$ cat src/rtl/fetch_pc_unit_pkg.sv
// Fetch PC unit shared definitions.
// Holds FSM encoding, PC width, reset vector default and an alignment helper.
package fetch_pc_unit_pkg;

   localparam int PC_WIDTH = 32;

   localparam logic [PC_WIDTH-1:0] RESET_VECTOR_DEF = 32'h0000_0000;

   typedef enum logic [1:0] {
      ST_IDLE  = 2'd0,
      ST_FETCH = 2'd1,
      ST_HALT  = 2'd2
   } fetch_state_e;

   function automatic logic is_word_aligned(input logic [PC_WIDTH-1:0] a);
      return (a[1:0] == 2'b00);
   endfunction

endpackage

$ cat src/rtl/fetch_pc_unit_if.sv
// Instruction memory request handshake between fetch and imem.
// Ports: imemReq/imemAddr (fetch -> mem), imemReady (mem -> fetch).
interface fetch_pc_unit_if;
   import fetch_pc_unit_pkg::*;

   logic                imemReq;
   logic [PC_WIDTH-1:0] imemAddr;
   logic                imemReady;

   modport master (
      output imemReq,
      output imemAddr,
      input  imemReady
   );

   modport slave (
      input  imemReq,
      input  imemAddr,
      output imemReady
   );

endinterface

$ cat src/rtl/fetch_pc_unit_next_pc_mux.sv
// Next-PC priority select and alignment check (purely combinational).
// Ports: redirect pulses/targets, pending redirect, pc_plus4 in;
//        live pulse select, chosen next PC and misaligned flag out.
module next_pc_mux
   import fetch_pc_unit_pkg::*;
(
   input  logic                jump_reg,
   input  logic [PC_WIDTH-1:0] jump_reg_target,
   input  logic                jump,
   input  logic [PC_WIDTH-1:0] jump_target,
   input  logic                branch_taken,
   input  logic [PC_WIDTH-1:0] branch_target,
   input  logic                pend_valid,
   input  logic [PC_WIDTH-1:0] pend_target,
   input  logic [PC_WIDTH-1:0] pc_plus4,
   output logic                live_valid,
   output logic [PC_WIDTH-1:0] live_target,
   output logic [PC_WIDTH-1:0] next_pc,
   output logic                misaligned
);

   // Several pulses may be high together, so this must be priority.
   always_comb begin
      live_valid  = jump_reg | jump | branch_taken;
      live_target = '0;
      priority case (1'b1)
         jump_reg:     live_target = jump_reg_target;
         jump:         live_target = jump_target;
         branch_taken: live_target = branch_target;
         default:      live_target = '0;
      endcase
   end

   // A live pulse beats the pending redirect, which beats sequential flow.
   always_comb begin
      next_pc = pc_plus4;
      if (live_valid) begin
         next_pc = live_target;
      end else if (pend_valid) begin
         next_pc = pend_target;
      end
      misaligned = !is_word_aligned(next_pc);
   end

endmodule

$ cat src/rtl/fetch_pc_unit.sv
// Fetch PC unit: PC register, fetch FSM and pending-redirect capture.
// Ports: clk/reset, stall, branch/jump/jumpReg redirects, imem bus, PC outs, alignFault.
module fetch_pc_unit
   import fetch_pc_unit_pkg::*;
#(
   parameter logic [PC_WIDTH-1:0] RESET_VECTOR = RESET_VECTOR_DEF
) (
   input  logic                clk,
   input  logic                reset,
   input  logic                stall,
   input  logic                branchTaken,
   input  logic [PC_WIDTH-1:0] branchTarget,
   input  logic                jump,
   input  logic [PC_WIDTH-1:0] jumpTarget,
   input  logic                jumpReg,
   input  logic [PC_WIDTH-1:0] jumpRegTarget,
   fetch_pc_unit_if.master     imem,
   output logic [PC_WIDTH-1:0] salidaPC,
   output logic [PC_WIDTH-1:0] pcPlus4,
   output logic                instrValid,
   output logic                alignFault
);

   fetch_state_e        state_q, state_d;
   logic [PC_WIDTH-1:0] pc_q, pc_d;
   logic                pend_valid_q, pend_valid_d;
   logic [PC_WIDTH-1:0] pend_target_q, pend_target_d;
   logic                align_fault_q, align_fault_d;

   logic                accept;
   logic                live_valid;
   logic [PC_WIDTH-1:0] live_target;
   logic [PC_WIDTH-1:0] next_pc;
   logic                misaligned;

   assign pcPlus4  = pc_q + 32'd4;
   assign salidaPC = pc_q;

   assign imem.imemAddr = pc_q;
   assign imem.imemReq  = (state_q == ST_FETCH);

   assign accept     = imem.imemReq & imem.imemReady & ~stall;
   assign instrValid = accept;
   assign alignFault = align_fault_q;

   next_pc_mux u_mux (
      .jump_reg        (jumpReg),
      .jump_reg_target (jumpRegTarget),
      .jump            (jump),
      .jump_target     (jumpTarget),
      .branch_taken    (branchTaken),
      .branch_target   (branchTarget),
      .pend_valid      (pend_valid_q),
      .pend_target     (pend_target_q),
      .pc_plus4        (pcPlus4),
      .live_valid      (live_valid),
      .live_target     (live_target),
      .next_pc         (next_pc),
      .misaligned      (misaligned)
   );

   always_comb begin
      state_d       = state_q;
      pc_d          = pc_q;
      pend_valid_d  = pend_valid_q;
      pend_target_d = pend_target_q;
      align_fault_d = align_fault_q;

      unique case (state_q)
         ST_IDLE: begin
            state_d = ST_FETCH;
            if (live_valid) begin
               pend_valid_d  = 1'b1;
               pend_target_d = live_target;
            end
         end
         ST_FETCH: begin
            if (accept) begin
               // Any accepted redirect (live or pending) is spent here.
               pend_valid_d = 1'b0;
               if (misaligned) begin
                  state_d       = ST_HALT;
                  align_fault_d = 1'b1;
               end else begin
                  pc_d = next_pc;
               end
            end else if (live_valid) begin
               pend_valid_d  = 1'b1;
               pend_target_d = live_target;
            end
         end
         ST_HALT: begin
            state_d = ST_HALT;
         end
         default: begin
            state_d = ST_HALT;
         end
      endcase
   end

   always_ff @(posedge clk) begin
      if (reset) begin
         state_q       <= ST_IDLE;
         pc_q          <= RESET_VECTOR;
         pend_valid_q  <= 1'b0;
         pend_target_q <= '0;
         align_fault_q <= 1'b0;
      end else begin
         state_q       <= state_d;
         pc_q          <= pc_d;
         pend_valid_q  <= pend_valid_d;
         pend_target_q <= pend_target_d;
         align_fault_q <= align_fault_d;
      end
   end

endmodule

$ cat src/flat_wrapper.sv
// flat-port wrapper written by rule: the top's interface ports become plain ports
module fetch_pc_unit_flat import fetch_pc_unit_pkg::*;
#(
   parameter logic [PC_WIDTH-1:0] RESET_VECTOR = RESET_VECTOR_DEF
)
  (clk, reset, stall, branchTaken, branchTarget, jump, jumpTarget, jumpReg, jumpRegTarget, salidaPC, pcPlus4, instrValid, alignFault, imem_imemReq, imem_imemAddr, imem_imemReady);
  fetch_pc_unit_if imem_i ();
  input  logic clk;
  input  logic reset;
  input  logic stall;
  input  logic branchTaken;
  input  logic [PC_WIDTH-1:0] branchTarget;
  input  logic jump;
  input  logic [PC_WIDTH-1:0] jumpTarget;
  input  logic jumpReg;
  input  logic [PC_WIDTH-1:0] jumpRegTarget;
  output logic [PC_WIDTH-1:0] salidaPC;
  output logic [PC_WIDTH-1:0] pcPlus4;
  output logic instrValid;
  output logic alignFault;
  output wire logic [$bits(imem_i.imemReq)-1:0] imem_imemReq;
  output wire logic [$bits(imem_i.imemAddr)-1:0] imem_imemAddr;
  input wire logic [$bits(imem_i.imemReady)-1:0] imem_imemReady;
  assign imem_imemReq = imem_i.imemReq;
  assign imem_imemAddr = imem_i.imemAddr;
  assign imem_i.imemReady = imem_imemReady;
  fetch_pc_unit #(.RESET_VECTOR(RESET_VECTOR)) u_core (.clk(clk), .reset(reset), .stall(stall), .branchTaken(branchTaken), .branchTarget(branchTarget), .jump(jump), .jumpTarget(jumpTarget), .jumpReg(jumpReg), .jumpRegTarget(jumpRegTarget), .imem(imem_i), .salidaPC(salidaPC), .pcPlus4(pcPlus4), .instrValid(instrValid), .alignFault(alignFault));
endmodule
$ cat config.mk
export PLATFORM = sky130hd
export DESIGN_NAME = fetch_pc_unit_flat
export DESIGN_NICKNAME = d
export VERILOG_FILES = /design/src/rtl/fetch_pc_unit_pkg.sv /design/src/rtl/fetch_pc_unit_if.sv /design/src/rtl/fetch_pc_unit_next_pc_mux.sv /design/src/rtl/fetch_pc_unit.sv /design/src/flat_wrapper.sv
export SDC_FILE = /design/constraint.sdc
export NUM_CORES = 1
export LEC_CHECK = 0
export BUFFER_PORTS_ARGS = -buffer_cell sky130_fd_sc_hd__clkbuf_2
export CELL_PAD_IN_SITES_DETAIL_PLACEMENT = 1
export CELL_PAD_IN_SITES_GLOBAL_PLACEMENT = 2
export CORE_UTILIZATION = 23
export CTS_BUF_LIST = sky130_fd_sc_hd__clkbuf_4 sky130_fd_sc_hd__clkbuf_8 sky130_fd_sc_hd__clkbuf_16
export DETAILED_ROUTE_END_ITERATION = 10
export PLACE_DENSITY_LB_ADDON = 0.1
export SLEW_MARGIN = 20
export SYNTH_ARGS = -nofsm -noshare
export SYNTH_HDL_FRONTEND = slang
export SYNTH_HIERARCHICAL = 1
export SYNTH_SLANG_ARGS = --single-unit
$ cat constraint.sdc
create_clock -name clk -period 2.68 [get_ports clk]
set_clock_uncertainty 0.2 [all_clocks]
set_input_delay 0.804 -clock clk [delete_from_list [all_inputs] [get_ports clk]]
set_output_delay 0.804 -clock clk [all_outputs]
set_load 0.05 [all_outputs]
==> results list <==
* Arrival time reported for the critical path endpoint: roughly 2.3 ns
- Core area: about 20000 µm²
- For the worst-skew pair, the clock arrives at the later sink with an insertion delay of about 0.34 ns.
- The slowest stage of the critical path belongs to the cell or4_4.
* Critical Path, Cell by Cell: nand3_4 -> or4_4 -> buf_12 -> nor4_4 -> xor2_4 -> buf_12
- Tot GR Track Use: 19.8%
- For this design the static power due to leakage is 3.62 nW.
- The count of final hold-check violations is 0.
- Portion of the post-synthesis area used by sequential elements: 28.9%
- Setup repair after global routing missed its margin: yes
* Number of warnings printed during yosys synthesis: 6
- #FFs+latches synth: 68
- Via count of the first global-routing pass: 5726
- Compared with the post-synthesis result, the final layout area differs by 70.2%.
- The final number of max-transition violations was 0.
- In this design, the critical path's most frequently occurring cell is buf_12.
- After routing the design area is 8010 µm².
- Worst slew margin: 55.7%
- The first global-routing pass estimated 32400 µm of wire.
* CTS tree: yes
- Total of hold buffers inserted after clock tree synthesis: 0
* DP Cell Count: 1079
* Data required time at the worst endpoint: 1.68 ns
- Proportion of power drawn by flip-flops and latches: 36.3%
- Total detailed-routing wirelength: 21100 µm
- Share of power burned in combinational logic: 22.9%
- By area the synthesized netlist is led by dfxtp_1, nand2_1, o221ai_2.
- The number of nets handed over by synthesis was 718.
- The final layout contains 958 nets.
- Total half-perimeter wirelength after legalization and detailed placement: 14900 µm
* Max Cap Viol: 0
- Min cycle time layout: 3.28 ns
* Areal power density over the cells: approximately 370 nW/µm²
- Setup violations remaining at the end of the flow were counted as 24.
- The mapped netlist covers 4710 µm².
- Internal power comes to 2.07 mW.
- Mean Syn Cell Area: 7.67 µm²
- Port buffer count: 201
- Clock-pin slew of the registers on the worst-case setup and hold paths: 0.06 ns
* Sort of element at the end of the critical path: output port
- The congestion estimate from routability-driven global placement came to 0.777.
- Switching Power: between 0.9 and 1 mW
- Static timing analysis puts the maximum clock frequency at about 310 MHz.
* DR vias/cell: 4.81
* Worst voltage drop across the vdd grid: 0.287 mV
* Critical path startpoint category: flop
* Number of buffers and inverters on the critical path: 2
* CTS Root Cell: clkbuf_16
* Post-Layout Cell Count: 1125
- For this design the top-level I/O count stands at 202.
* Failing checks: setup timing
- The largest single stage delay on the critical path is 0.57 ns.
- The most used flip-flop cell after synthesis is dfxtp_1.
* Worst Max-Slew Pin Slew: 0.665 ns
- By count the netlist is led by nand2_1, a21oi_1, dfxtp_1.
* Highest net fanout along the worst path: 6
* Die outline height: 145 µm
* Clock net sink count: 68
- Switching part of the total power: between 30% and 40%
- Count of flip-flops with a built-in enable after synthesis: 0
* Final setup margin: -0.598 ns
* X dimension of the die: 145 µm
- After floorplanning, the core was divided into 51 placement rows.
* Clock group share of total power: 40.9%
- In the final routed layout, each cell accounts on average for 18.7 µm.
* Layout cell share with drive strength beyond 1: 51.8%
* Setup TNS: -9.14 ns
- Antenna-violating nets left: 0
- Share of the synthesized area in the top cell type: 28.9%
- Clock tree synthesis inserted a total of 9 buffers.
* Status: finished, violations left
* DR vias: between 5000 and 6000
* Pre-Repair DR Iteration Count: 4
* Path category of the worst min-delay check: flop to flop
- Count leader, synth: nand2_1
* Share of synthesized flip-flops with an asynchronous set or reset: 0%
- Once placement finished, the instance area stood at 6970 µm².
- Deepest level of the CTS H-tree: 3
* Number of instances in the synthesized netlist: between 600 and 700
- The worst setup path is of the flop to output port kind.
* Cell taking the most area after synthesis: dfxtp_1
- Global-route congestion overflow total: 0
- Maximum buffer depth of the clock tree: 2
- The initial antenna violation count came to 1.
- Number of fill cells in the layout: 2358
- In the routed design, unresolved DRC markers number 0.
* Count of cell types in the netlist: 39
* Starting density of the core: a little under a quarter
* Iteration-0 DRC Markers: 174
- The final critical path takes up 122% of the cycle.
* Die area: roughly 21000 µm²
- Broken down by cell family, the worst path's largest delay share belongs to simple AND/OR/NAND/NOR gates.
- Entering global routing, the biggest net connects 69 pins.
## tightest hold or removal path, delay by kind of cell (launching register included)
kind            cells  cell delay [ns]
flops               1             0.31
simple gates        1             0.05
compound gates      1             0.05
## stage by stage
stage	setup WS, ns	utilization (%)	hold slack [ns]	total power [mW]
after floorplan	-0.398	-	0.236	1.50
after global placement	-0.262	35.2	0.241	1.76
after detailed placement	-0.295	35.2	0.251	1.77
after CTS	-0.632	38.8	0.259	3.00
after global routing	-0.670	40.5	0.279	3.11
final	-0.598	40.5	0.258	2.97
## per-layer routing
metal | part of all wire, % | wire [µm] | global-route usage (%) | up-vias
li1 | - | - | - | 2604
met1 | 44 | 9280 | 24.2 | 2633
met2 | 49 | 10300 | 34.2 | 146
met3 | 4.4 | 920 | 3.46 | 28
met4 | 2.5 | 533 | 7.79 | 0
met5 | 0 | 0 | 0 | -
## cells in the final DEF (no fill, tap or decap), drive strengths merged, types with 2 or more instances in the layout
cell	instances
nand3	10
nor3	8
o21ai	30
nor4	8
xnor2	15
or3	3
a22oi	28
nand2	165
o21bai	2
nand4	7
inv	8
clkbuf	188
xor2	13
and3b	2
mux2i	32
a21oi	73
o221ai	30
nand3b	2
or4	2
nor2b	5
buf	141
dfxtp	68
nor2	8
## registers in the layout, summed over array words and instances, names as in the netlist
| register | count |
|---|---|
| u_core/state_q | 2 |
| u_core/pend_valid_q | 1 |
| u_core/alignFault | 1 |
| u_core/imem.imemAddr | 32 |
| u_core/pend_target_q | 32 |
## power groups by stage
stage / clock (mW) / sequential (mW) / combinational, mW
after floorplan: 0 / 1.12 / 0.388
after global placement: 0 / 1.10 / 0.658
after detailed placement: 0 / 1.10 / 0.672
after CTS: 1.24 / 1.08 / 0.682
after global routing: 1.29 / 1.08 / 0.735
final: 1.21 / 1.08 / 0.679
## kinds of logic after synthesis
| kind of cell | count (synthesis) | synth area share, % |
|---|---|---|
| AND/OR/NAND/NOR | 227 | 22.1 |
| AO/OA/AOI/OAI | 164 | 25.1 |
| buffers and inverters | 94 | 11.6 |
| flip-flops | 68 | 28.9 |
| multiplexers | 32 | 6.80 |
| XOR/XNOR | 28 | 5.21 |
| adder cells (fa/ha/maj) | 1 | 0.266 |
## repair_timing
| action | 4_1_cts | 5_1_grt |
|---|---|---|
| setup buffers | 13 | 16 |
| resized for setup | 63 | 43 |
| pin swaps | 15 | 27 |
| hold endpoints to repair | 0 | 0 |
| setup endpoints to repair | 25 | 30 |
| cloned | 0 | 1 |
## cell type report
class,instances,area [µm²],share of cell area (%)
clock inverters,1,5.00,0.0625
inverters,8,30.0,0.375
flip-flops and latches,68,1440,17.9
repair buffers,314,2400,30.0
multi-input cells,453,3510,43.8
diodes,1,2.50,0.0312
well taps,265,332,4.14
clock buffers,15,295,3.69
## worst paths after layout
check                                                           from                                    end  slack (ns)  cells past startpoint
worst min register to register  u_core/pend_target_q[3]$_SDFFE_PP0P_   u_core/pend_target_q[3]$_SDFFE_PP0P_        0.26                      2
worst min-delay path            u_core/pend_target_q[3]$_SDFFE_PP0P_   u_core/pend_target_q[3]$_SDFFE_PP0P_        0.26                      2
worst max-delay path            u_core/imem.imemAddr[9]$_SDFFE_PP0P_                            pcPlus4[30]       -0.60                      6
worst max register to register  u_core/imem.imemAddr[9]$_SDFFE_PP0P_  u_core/imem.imemAddr[31]$_SDFFE_PP0P_        0.06                     10
(Power assumes the default switching activity.)
